`config.mk`:
```
export PLATFORM = sky130hd
export DESIGN_NAME = hci_bank_resp_tracker
export DESIGN_NICKNAME = d
export VERILOG_FILES = /design/src/rtl/hci_bank_resp_tracker.sv
export SDC_FILE = /design/constraint.sdc
export NUM_CORES = 1
export LEC_CHECK = 0
export CAP_MARGIN = 10
export CORE_AREA = 3 3 121 123
export DETAILED_ROUTE_END_ITERATION = 8
export DIE_AREA = 0 0 124 126
export PLACE_DENSITY_LB_ADDON = 0.12
export RECOVER_POWER = 50
export REMOVE_ABC_BUFFERS = 1
export SKIP_CTS_REPAIR_TIMING = 1
export SYNTH_ARGS = -nofsm -noshare
export SYNTH_HDL_FRONTEND = slang
export SYNTH_SLANG_ARGS = --single-unit
```
`constraint.sdc`:
```
create_clock -name clk_i -period 3.5 [get_ports clk_i]
set_input_delay 0.35 -clock clk_i [delete_from_list [all_inputs] [get_ports clk_i]]
set_output_delay 0.35 -clock clk_i [all_outputs]
set_load 0.05 [all_outputs]
```
`src/rtl/hci_bank_resp_tracker.sv`:
```
// hci_bank_resp_tracker: forwards arbiter requests to one TCDM bank and returns in-order, credit-gated responses.
module hci_bank_resp_tracker #(
    parameter int DW         = 32,
    parameter int IW         = 8,
    parameter int MEM_LAT    = 1,
    parameter int FIFO_DEPTH = 4,
    parameter int WRITE_RESP = 0
) (
    input  logic          clk_i,
    input  logic          rst_i,
    input  logic          req_i,
    output logic          gnt_o,
    input  logic          wen_i,
    input  logic [IW-1:0] id_i,
    input  logic          sel_high_i,
    output logic          bank_req_o,
    input  logic [DW-1:0] bank_rdata_i,
    output logic          r_valid_high_o,
    output logic          r_valid_low_o,
    input  logic          r_ready_high_i,
    input  logic          r_ready_low_i,
    output logic [DW-1:0] r_data_o,
    output logic [IW-1:0] r_id_o
);
    localparam int CW = $clog2(FIFO_DEPTH + 1);
    localparam int PW = (FIFO_DEPTH > 1) ? $clog2(FIFO_DEPTH) : 1;
    localparam int SW = IW + 3;
    localparam int EW = DW + IW + 1;
    localparam logic [CW-1:0] DEPTH = CW'(FIFO_DEPTH);
    localparam logic [PW-1:0] LAST = PW'(FIFO_DEPTH - 1);
    localparam logic WR = (WRITE_RESP != 0);

    logic [CW-1:0] r_credits, r_count;
    logic [PW-1:0] r_wptr, r_rptr;
    logic [SW-1:0] r_pipe [MEM_LAT];
    logic [EW-1:0] r_mem [FIFO_DEPTH];
    logic          w_accept, w_push, w_pop, w_wdrop, w_empty, w_full;
    logic [SW-1:0] w_last;
    logic [EW-1:0] w_head;
    logic [DW-1:0] w_wdata;

    assign gnt_o      = !rst_i && (r_credits < DEPTH);
    assign w_accept   = req_i && gnt_o;
    assign bank_req_o = w_accept;
    // pipeline stage layout: {valid, is_read, side, id}
    assign w_last  = r_pipe[MEM_LAT-1];
    assign w_push  = w_last[SW-1] && (w_last[SW-2] || WR);
    assign w_wdrop = w_last[SW-1] && !w_last[SW-2] && !WR;
    assign w_wdata = w_last[SW-2] ? bank_rdata_i : '0;
    // fifo entry layout: {data, id, side}
    assign w_empty        = rst_i || (r_count == '0);
    assign w_full         = (r_count == DEPTH);
    assign w_head         = r_mem[r_rptr];
    assign r_valid_high_o = !w_empty && w_head[0];
    assign r_valid_low_o  = !w_empty && !w_head[0];
    assign r_id_o         = w_empty ? '0 : w_head[IW:1];
    assign r_data_o       = w_empty ? '0 : w_head[EW-1:IW+1];
    assign w_pop          = (r_valid_high_o && r_ready_high_i) || (r_valid_low_o && r_ready_low_i);

    always_ff @(posedge clk_i) begin
        if (rst_i) begin
            r_credits <= '0;
            r_count   <= '0;
            r_wptr    <= '0;
            r_rptr    <= '0;
            for (int k = 0; k < MEM_LAT; k++) r_pipe[k] <= '0;
        end else begin
            r_credits <= r_credits + CW'(w_accept) - CW'(w_pop) - CW'(w_wdrop);
            r_count   <= r_count + CW'(w_push) - CW'(w_pop);
            if (w_push) r_wptr <= (r_wptr == LAST) ? '0 : r_wptr + PW'(1);
            if (w_pop) r_rptr <= (r_rptr == LAST) ? '0 : r_rptr + PW'(1);
            r_pipe[0] <= {w_accept, wen_i, sel_high_i, id_i};
            for (int k = 1; k < MEM_LAT; k++) r_pipe[k] <= r_pipe[k-1];
        end
    end

    always_ff @(posedge clk_i) begin
        if (w_push) r_mem[r_wptr] <= {w_wdata, w_last[IW-1:0], w_last[IW]};
    end

    assert property (@(posedge clk_i) disable iff (rst_i) !(w_push && w_full));
endmodule
```
* Word level (Yosys, flattened, before mapping)
Memory sizes are Yosys's and may differ from the RTL's. A register that Yosys moved wholly into a read port is not among the register bits.
Index checks and enable logic that the tools add are counted.
** Storage, ports and cells
- Input port bits :: 47
- Output and inout bits :: 44
- Memories kept :: 2
- Logic and storage cells :: 46
- Flip-flop bits (word level) :: 10
- RAM bits :: 175
** Cells by class
- Add/sub/neg operators :: 7
- Reductions and logical operators :: 16
- Equal/unequal tests :: 2
- Multiplexer cells :: 14
- $lt $le $gt $ge :: 1
** Memories
- r_mem :: depth 4, bits a word 41, rd ports 1, clocked after Yosys merged registers in 1, write ports 1, RTL line 36 : logic [EW-1:0] r_mem [FIFO_DEPTH];
- r_pipe :: depth 1, bits a word 11, rd ports 1, clocked after Yosys merged registers in 0, write ports 1, RTL line 35 : logic [SW-1:0] r_pipe [MEM_LAT];
** Operators by type and width (number)
- 2-to-1 mux 32 bit :: 2
- 2-to-1 mux 11 bit :: 1
- OR reduction 11 bit :: 1
- subtractor 3 x 1 -> 3 bit :: 3
- logical AND 1 bit :: 8
- 2-to-1 mux 2 bit :: 4
- 2-to-1 mux 8 bit :: 1
- adder 3 x 1 -> 3 bit :: 2
- 2-to-1 mux 1 bit :: 6
- adder 2 x 1 -> 2 bit, second input constant :: 2
- equality test 2 bit, second input constant :: 2
- logical NOT 1 bit :: 4
- logical NOT 3 bit :: 1
- < comparator 3 bit, second input constant :: 1
- logical OR 1 bit :: 2

* Logic depth before layout (Yosys ltp)
Gate-level depths: netlist of run 1.
- Word-level depth :: 8
- Depth in mapped cells :: 11
- Gate-level depth less buffers :: 10

* Worst setup path after synthesis of run 1
OpenSTA, ideal clock, no wires.
- Path type :: register to register
- From :: register (tool-made name)
- To :: register r_count[2]
- Buffers on the path :: 1
- Data arrival time :: 2614 ps
- Cell stages (with the launch flop) :: 12
- Setup slack :: 759 ps
- Period minus slack after synthesis :: 2741 ps
- Required time :: 3372 ps
- Cell sequence :: dfxtp_1 -> clkbuf_2 -> mux4_2 -> or4b_4 -> nand2_1 -> ha_1 -> inv_1 -> ha_1 -> fa_1 -> xnor2_1 -> xnor2_1 -> nor2_1
** RTL lines
- end signal: assignment :: RTL line 69 : r_count <= r_count + CW'(w_push) - CW'(w_pop);
- end: declaration :: RTL line 33 : logic [CW-1:0] r_credits, r_count;

==> run_results.csv, run 1 <==
group,metric,value,unit
floorplan,dieArea,15600,sq um
critical_path,crit_chain,"mux4_2, or4b_4, nand2_1, ha_1, inv_1, ha_1, fa_1, xnor2_1, xnor2_1, nor2_1",
synthesis,synth_seq_area_share,73.3,%
power,p_leak,3.27,nW
power,pwr_density_cell,633,nW/um^2
clock_tree,clock-root-buffer,"clkbuf_16",
cells_and_area,most-common-layout-cells,"edfxtp_1, clkdlybuf4s50_1, mux4_2, and2_1, buf_12",
synthesis,yosysWarnings,0,
global_routing,grt_max_degree,41,
global_routing,grt_pass1_vias,3919,
timing,finalSetupViolations,0,
outcome,status,"finished, final reports clean",
cells_and_area,finalNetCount,551,
min_path,hold-path-cell-count,0,
placement,placed_area,8900,sq um
global_routing,grt_util_all_layers,18.3,%
min_path,hp-class,"flop to flop",
synthesis,syn_inst,393,
detailed_routing,vias_per_cell,5.38,
synthesis,syn_area,7350,sq um
placement,dp_hpwl,7.59,mm
power,p_total,6.08,mW
critical_path,r2r_start,"r_mem[3][0]",
floorplan,core,13800,sq um
clock_tree,cts_max_path_buffers,2,
timing,clock_skew,0.00816,ns
detailed_routing,antenna_left,0,
cells_and_area,final_area,9600,sq um
floorplan,initial_utilization,53.4,%
critical_path,setup.worst_path.start_class,"flop",
job,drv_cap,0,
min_path,hold_end,"r_mem[1][2]",
clock_tree,numCtsBuffers,17,
critical_path,reg2reg_depth,10,
critical_path,setup.worst_path.start,"r_mem[3][0]",
critical_path,crit_required,3.79,ns
detailed_routing,dr.pass1.iters,4,
detailed_routing,drt_iter0_drc,307,
critical_path,cp_max_fo,6,
clock_tree,clk_latency,0.42,ns
timing,hold_viol,0,
detailed_routing,vias,3684,
clock_tree,cts_max_level,4,
clock_tree,cts_tree,"yes",
min_path,worstHoldStart,"r_pipe[0][1]",
timing,fmax,356,MHz
cells_and_area,layout-drive-gt1-share,25.3,%
floorplan,core.rowCount,43,
synthesis,synth_area_per_cell,18.7,sq um
synthesis,ys_types,25,
global_routing,antenna_found_initial,0,
timing,grt_setup_unrepaired,"no",
global_routing,grt_pass1_wl,21.0,mm
synthesis,synth_seq_cells,187,
floorplan,ioPinCount,91,
timing,slew-limit-headroom,19.0,%
cells_and_area,antennaDiodeCount,0,
cells_and_area,area_growth,30.7,%
cells_and_area,final_common_cell,"edfxtp_1",
critical_path,cp_slowest_stage_delay,0.55,ns
detailed_routing,totalWireLength,13.2,mm
clock_tree,cts_sinks,187,
cells_and_area,layout.cells.non_filler,685,
timing,tightest_slew,1.21,ns
placement,dp_cells,653,
detailed_routing,wl_per_cell,19.3,microns
floorplan,chipWidth,124,microns
placement,globalplace.congestion,0.767,
clock_tree,clk_pin_slew,0.06,ns
critical_path,endpoint_kind,"flop",
critical_path,rrSetupSlack,0.69,ns
critical_path,r2r-end,"r_count[2]",
timing,final.setup.tns,0,ns
detailed_routing,drc,0,
timing,post-route-period-util,80.3,%
timing,layout_min_cycle_time,2.81,ns
timing,final-max-slew-violation-count,0,
placement,port_buffers,90,
global_routing,grt-ovfl-total,0,
critical_path,cp_data_arrival_time,3.10,ns
critical_path,crit_slowest_cell,"mux4_2",
power,ir_worst_vdd,415,uV
floorplan,die_height,126,microns
critical_path,worstSetupPathType,"flop to flop",
==> routing by layer <==
layer	track usage, %	share of wire, %
met5	0	0
met4	6.38	1.3
met3	3.37	5.0
met2	31.3	53
met1	23.7	41
==> worst max-delay path: cells and delay by family (launching register included) <==
kind | cells | cell delay (ns)
and+or+nand+nor | 3 | 0.71
adders and majority gates | 3 | 0.69
muxes | 1 | 0.55
DFF | 1 | 0.36
xor gates and xnor gates | 2 | 0.32
buffers and inverters | 1 | 0.04
==> worst max path at each step <==
stage                              end  depth (start not counted)
after CTS                 r_data_o[24]                          4
after global placement      r_count[2]                         10
after detailed placement    r_count[2]                         10
final                       r_count[2]                         10
after floorplan             r_count[2]                         10
after global routing        r_count[2]                         10
==> power breakdown <==
group / leakage, nW / internal (mW) / total [mW] / switching (mW)
Combinational: 1.23 / 0.618 / 1.30 / 0.681
Sequential: 1.70 / 2.48 / 2.51 / 0.0318
Clock: 0.347 / 1.49 / 2.28 / 0.790
Total: 3.27 / 4.58 / 6.08 / 1.50
==> synthesized netlist by cell type <==
library cell | number | area (sq um)
and3_1 | 4 | 25.0
xnor2_1 | 3 | 26.3
xor2_1 | 1 | 8.76
nor4b_1 | 1 | 8.76
nand2_1 | 4 | 15.0
clkbuf_1 | 11 | 41.3
buf_2 | 4 | 20.0
nor4bb_1 | 1 | 10.0
and2_1 | 73 | 457
nand3_1 | 3 | 15.0
mux4_2 | 41 | 923
or4bb_1 | 1 | 11.3
buf_1 | 5 | 18.8
o21ai_0 | 2 | 10.0
clkbuf_2 | 1 | 5.00
nor2b_1 | 15 | 93.8
fa_1 | 2 | 40.0
inv_1 | 10 | 37.5
nor2_1 | 6 | 22.5
or4b_4 | 1 | 13.8
a21oi_1 | 4 | 20.0
edfxtp_1 | 164 | 4920
nor3_1 | 3 | 15.0
ha_1 | 10 | 125
dfxtp_1 | 23 | 460
==> logic make-up after synthesis <==
group	Yosys count	share of synthesized area, %
DFF	187	73.3
AOI/OAI and AO/OA	6	0.409
and+or+nand+nor	112	9.35
muxes	41	12.6
buffers and inverters	31	1.67
adders and majority gates	12	2.25
xor gates and xnor gates	4	0.477
==> through the flow <==
stage / util, % / setup slack, ns / hold slack [ns]
floorplan: - / -0.783 / 0.419
finish: 69.7 / 0.691 / 0.476
CTS: 69.8 / 0.673 / 0.460
detailed placement: 64.6 / 0.720 / 0.462
global placement: 64.6 / 0.781 / 0.447
global route: 69.7 / 0.502 / 0.474
==> final cells by class <==
class,instances,area [sq um]
flip-flops and latches,187,5390
clock inverters,15,293
repair buffers,101,1380
clock buffers,17,425
multi-input cells,175,1850
fillers,915,4170
inverters,10,37.5
well taps,180,225
==> state kept, by name, indices dropped and copies added, names as in the netlist, named ones only <==
signal	cells
r_mem	164
r_pipe	11
r_count	3
r_credits	3
r_rptr	2
r_wptr	2
(Power assumes the default switching activity.)
==> inputs of run 2 (changes only) <==
--- a/config.mk
+++ b/config.mk
@@ -6,9 +6,9 @@
 export NUM_CORES = 1
 export LEC_CHECK = 0
 export CAP_MARGIN = 10
-export CORE_AREA = 3 3 121 123
+export CORE_AREA = 3 3 126 128
 export DETAILED_ROUTE_END_ITERATION = 8
-export DIE_AREA = 0 0 124 126
+export DIE_AREA = 0 0 129 131
 export PLACE_DENSITY_LB_ADDON = 0.12
 export RECOVER_POWER = 50
 export REMOVE_ABC_BUFFERS = 1
==> constraint.sdc (replaced) <==
create_clock -name clk_i -period 2.35 [get_ports clk_i]
set_input_delay 0.235 -clock clk_i [delete_from_list [all_inputs] [get_ports clk_i]]
set_output_delay 0.235 -clock clk_i [all_outputs]
set_load 0.05 [all_outputs]
==> run_results.csv, run 2 (synthesis results as in run 1) <==
group,metric,value,unit
timing,clock_skew,0.00966,ns
power,ir_worst_vdd,518,uV
clock_tree,cts_sinks,187,
placement,dp_hpwl,8.22,mm
timing,setup_slack,-0.390,ns
detailed_routing,drc,0,
timing,slew-limit-headroom,59.0,%
cells_and_area,layout-drive-gt1-share,30.4,%
cells_and_area,multiInputGateArea,1920,sq um
clock_tree,clk_pin_slew,0.07,ns
cells_and_area,area_growth,33.1,%
detailed_routing,vias,3737,
outcome,status,"finished with violations",
floorplan,core.rowCount,45,
placement,dp_cells,672,
timing,final.setup.tns,-1.92,ns
cells_and_area,finalNetCount,563,
timing,hold_ws,0.359,ns
clock_tree,cts_tree,"yes",
cells_and_area,reg.largest.list,"r_mem (164), r_pipe (11)",
critical_path,endpoint_kind,"flop",
floorplan,die_height,131,microns
global_routing,grt_util_all_layers,17.2,%
global_routing,grt_max_degree,41,
global_routing,antenna_found_initial,0,
job,drv_cap,0,
timing,hold_viol,0,
detailed_routing,dr.pass1.iters,4,
detailed_routing,wl_met1,5.34,mm
cells_and_area,fillers,1055,
floorplan,ioPinCount,91,
clock_tree,cts_max_path_buffers,2,
detailed_routing,wl_met3,637,microns
global_routing,grt-ovfl-total,0,
floorplan,initial_utilization,49.1,%
placement,placed_area,9140,sq um
cells_and_area,most-common-layout-cells,"edfxtp_1, and2_1, buf_12, clkdlybuf4s50_1, mux4_2",
detailed_routing,wl_per_cell,18.7,microns
detailed_routing,totalWireLength,13.1,mm
timing,fmax,365,MHz
placement,globalplace.congestion,0.696,
timing,final-max-slew-violation-count,0,
cells_and_area,final_common_cell,"edfxtp_1",
min_path,hp-class,"primary input to flop",
clock_tree,clk_latency,0.42,ns
timing,grt_setup_unrepaired,"yes",
min_path,worstHoldStart,"wen_i",
detailed_routing,dr_wl_met2,6.86,mm
outcome,violations,"setup timing",
floorplan,core,15000,sq um
critical_path,setup.worst_path.start,"r_mem[1][0]",
timing,finalSetupViolations,29,
cells_and_area,largest_reg_flops,164,
cells_and_area,largest_register,"r_mem",
critical_path,crit_required,2.67,ns
detailed_routing,drt_iter0_drc,297,
clock_tree,cts_max_level,4,
detailed_routing,top_layer,"met4",
power,pwr_density_cell,869,nW/um^2
critical_path,worstSetupPathType,"flop to flop",
timing,layout_min_cycle_time,2.74,ns
floorplan,dieArea,16900,sq um
placement,port_buffers,90,
critical_path,cp_max_fo,2,
cells_and_area,layout.cells.non_filler,705,
cells_and_area,final_area,9780,sq um
power,p_leak,3.32,nW
cells_and_area,antennaDiodeCount,0,
power,p_total,8.50,mW
clock_tree,numCtsBuffers,17,
floorplan,chipWidth,129,microns
timing,post-route-period-util,117,%
timing,tightest_slew,0.614,ns
cells_and_area,seq_area,5390,sq um
clock_tree,clock-root-buffer,"clkbuf_16",
critical_path,setup.worst_path.start_class,"flop",
global_routing,grt_pass1_wl,21.3,mm
critical_path,r2r_start,"r_mem[1][0]",
detailed_routing,antenna_left,0,
global_routing,grt_pass1_vias,4096,
critical_path,cp_data_arrival_time,3.06,ns
detailed_routing,vias_per_cell,5.30,
[run 2: cell count changes in the layout (fill, tap and decap cells not counted), sizes merged, moves of 2 or more]
| cell | previous run | this run |
|---|---|---|
| clkdlybuf4s50 | 48 | 46 |
| bufinv | 8 | 1 |
| clkinv | 5 | 7 |
| buf | 49 | 67 |
| clkinvlp | 1 | 5 |
| clkbuf | 20 | 18 |
[run 2: power by group]
| group | internal, mW | switching (mW) |
|---|---|---|
| registers | 3.69 | 0.0560 |
| clock network | 1.46 | 1.19 |
| logic | 1.05 | 1.07 |
[run 2: worst paths after layout]
check | endpoint | slack [ns] | depth (start not counted)
worst max register to register | r_count[2] | -0.39 | 10
worst min register to register | r_mem[2][1] | 0.48 | 0
worst min-delay path | r_pipe[0][9] | 0.36 | 2
worst max-delay path | r_count[2] | -0.39 | 10
[run 2: layout make-up]
type	count	area share (%)
tap	188	2.41
multi-input combinational	175	19.7
inverter	10	0.384
sequential	187	55.1
clock buffer	18	4.39
clock inverter	14	1.28
timing repair buffer	113	16.7
[run 2: per-stage QoR]
stage	utilization [%]	worst slack (ns)
after floorplan	-	-1.93
after global placement	61.0	-0.304
after detailed placement	61.0	-0.387
after CTS	64.7	-0.398
after global routing	65.3	-0.484
final	65.3	-0.390
[run 2: per-layer routing]
| layer | GRT usage (%) | up-vias |
|---|---|---|
| met5 | 0 | - |
| met4 | 7.60 | 0 |
| met3 | 4.15 | 23 |
| met2 | 28.7 | 93 |
| met1 | 21.6 | 1893 |
| li1 | - | 1728 |
[run 2: worst max-delay path: stages (launching register included)]
cell,delay (ns)
edfxtp_1,0.39
mux4_2,0.50
or4b_4,0.58
nand2_4,0.10
ha_4,0.13
inv_2,0.04
ha_4,0.15
fa_2,0.36
xnor2_2,0.18
xnor2_1,0.13
nor2_1,0.06
==> inputs of run 3 (changes only) <==
--- a/config.mk
+++ b/config.mk
@@ -6,9 +6,9 @@
 export NUM_CORES = 1
 export LEC_CHECK = 0
 export CAP_MARGIN = 10
-export CORE_AREA = 3 3 126 128
+export CORE_AREA = 2 2 125 127
 export DETAILED_ROUTE_END_ITERATION = 8
-export DIE_AREA = 0 0 129 131
+export DIE_AREA = 0 0 127 129
 export PLACE_DENSITY_LB_ADDON = 0.12
 export RECOVER_POWER = 50
 export REMOVE_ABC_BUFFERS = 1
==> run_results.csv, run 3 (synthesis results as in run 1) <==
group,metric,value,unit
power,swShare,26.2,%
cells_and_area,largest_register,"r_mem",
cells_and_area,finalNetCount,564,
floorplan,core.rowCount,45,
detailed_routing,dr.pass1.iters,5,
detailed_routing,top_layer,"met4",
timing,grt_setup_unrepaired,"yes",
timing,clock_skew,0.00978,ns
global_routing,grt_util_all_layers,17.6,%
critical_path,crit_family,"adder cells",
clock_tree,cts_sinks,187,
cells_and_area,largest_reg_flops,164,
global_routing,grt_pass1_vias,4027,
cells_and_area,reg.largest.list,"r_mem (164), r_pipe (11)",
cells_and_area,layout.cells.non_filler,705,
timing,tightest_slew,0.637,ns
critical_path,cp_slowest_stage_delay,0.53,ns
power,comb_power_share,24.5,%
timing,post-route-period-util,114,%
floorplan,core,15000,sq um
critical_path,rrSetupSlack,-0.32,ns
outcome,status,"finished with violations",
timing,slew-limit-headroom,57.5,%
placement,placed_area,9090,sq um
timing,setup_slack,-0.318,ns
outcome,violations,"setup timing",
power,power_frac_seq,43.1,%
min_path,worstHoldStart,"sel_high_i",
critical_path,worstSetupPathType,"flop to flop",
timing,fmax,375,MHz
placement,globalplace.congestion,0.663,
cells_and_area,fillers,1026,
power,p_switching,2.27,mW
timing,hold_ws,0.361,ns
critical_path,crit_slowest_cell,"mux4_2",
detailed_routing,totalWireLength,13.5,mm
detailed_routing,vias,3726,
placement,dp_cells,674,
clock_tree,clk_pin_slew,0.07,ns
clock_tree,clock-root-buffer,"clkbuf_16",
floorplan,dieArea,16400,sq um
critical_path,crit_required,2.66,ns
detailed_routing,drt_iter0_drc,196,
critical_path,setup.worst_path.start_class,"flop",
detailed_routing,wl_met1,5.80,mm
power,ir_worst_vdd,586,uV
detailed_routing,vias_per_cell,5.29,
cells_and_area,final_area,9740,sq um
cells_and_area,final_common_cell,"edfxtp_1",
floorplan,ioPinCount,91,
floorplan,initial_utilization,49.1,%
global_routing,grt-ovfl-total,0,
clock_tree,cts_max_path_buffers,2,
detailed_routing,wl_met3,533,microns
critical_path,path_buf_inv,2,
placement,dp_hpwl,8.04,mm
global_routing,grt_max_degree,41,
timing,layout_min_cycle_time,2.67,ns
timing,hold_viol,0,
min_path,hp-class,"primary input to flop",
critical_path,crit_chain,"mux4_2, or4b_4, nand2_4, buf_6, fa_1, inv_2, ha_4, ha_4, xnor2_2, nor2_1",
detailed_routing,antenna_left,0,
critical_path,endpoint_kind,"flop",
clock_tree,cts_tree,"yes",
cells_and_area,most-common-layout-cells,"edfxtp_1, and2_1, buf_12, clkdlybuf4s50_1, mux4_2",
detailed_routing,drc,0,
cells_and_area,area_growth,32.5,%
global_routing,grt_pass1_wl,21.0,mm
clock_tree,cts_max_level,4,
placement,port_buffers,90,
floorplan,die_height,129,microns
detailed_routing,wl_per_cell,19.2,microns
cells_and_area,antennaDiodeCount,0,
timing,finalSetupViolations,45,
clock_tree,numCtsBuffers,17,
power,pwr-share-clk,32.4,%
critical_path,cp_data_arrival_time,2.97,ns
power,p_leak,3.33,nW
critical_path,cp_max_fo,3,
power,p_total,8.67,mW
job,drv_cap,0,
floorplan,chipWidth,127,microns
cells_and_area,utilization,65.0,%
detailed_routing,dr_wl_met2,7.05,mm
power,pwr_density_cell,890,nW/um^2
timing,final-max-slew-violation-count,0,
cells_and_area,layout-drive-gt1-share,29.8,%
clock_tree,clk_latency,0.43,ns
power,p_int,6.39,mW
critical_path,cpMostUsedCell,"ha_4",
global_routing,antenna_found_initial,0,
[run 3: metal layers]
metal / vias up / track usage (%)
met5: - / 0
met4: 0 / 5.62
met3: 12 / 4.70
met2: 86 / 30.5
met1: 1905 / 21.8
li1: 1723 / -
[run 3: path summary, 6_finish.rpt]
path | to | cells after the start
min | r_pipe[0][8] | 2
min reg2reg | r_mem[0][8] | 0
max | r_credits[2] | 10
max reg2reg | r_credits[2] | 10
[run 3: power groups by stage]
| stage | clock, mW | combinational (mW) | sequential [mW] |
|---|---|---|---|
| after floorplan | 0 | 1.02 | 3.86 |
| after global placement | 0 | 2.04 | 3.80 |
| after detailed placement | 0 | 2.07 | 3.80 |
| after CTS | 2.85 | 2.08 | 3.73 |
| after global routing | 2.99 | 2.25 | 3.75 |
| final | 2.80 | 2.13 | 3.74 |
[run 3: final cells by class]
cell class / count / area [sq um] / share of cell area [%]
clock inverter: 13 / 151 / 1.55
sequential: 187 / 5390 / 55.4
inverter: 10 / 37.5 / 0.385
clock buffer: 18 / 429 / 4.41
tap: 188 / 235 / 2.42
multi-input combinational: 175 / 1910 / 19.6
timing repair buffer: 114 / 1580 / 16.2
[run 3: through the flow]
stage | setup slack (ns) | TNS, ns
after CTS | -0.410 | -16.14
after global routing | -0.389 | -9.42
final | -0.318 | -3.82
after detailed placement | -0.398 | -1.56
after floorplan | -1.93 | -42.94
after global placement | -0.282 | -1.14
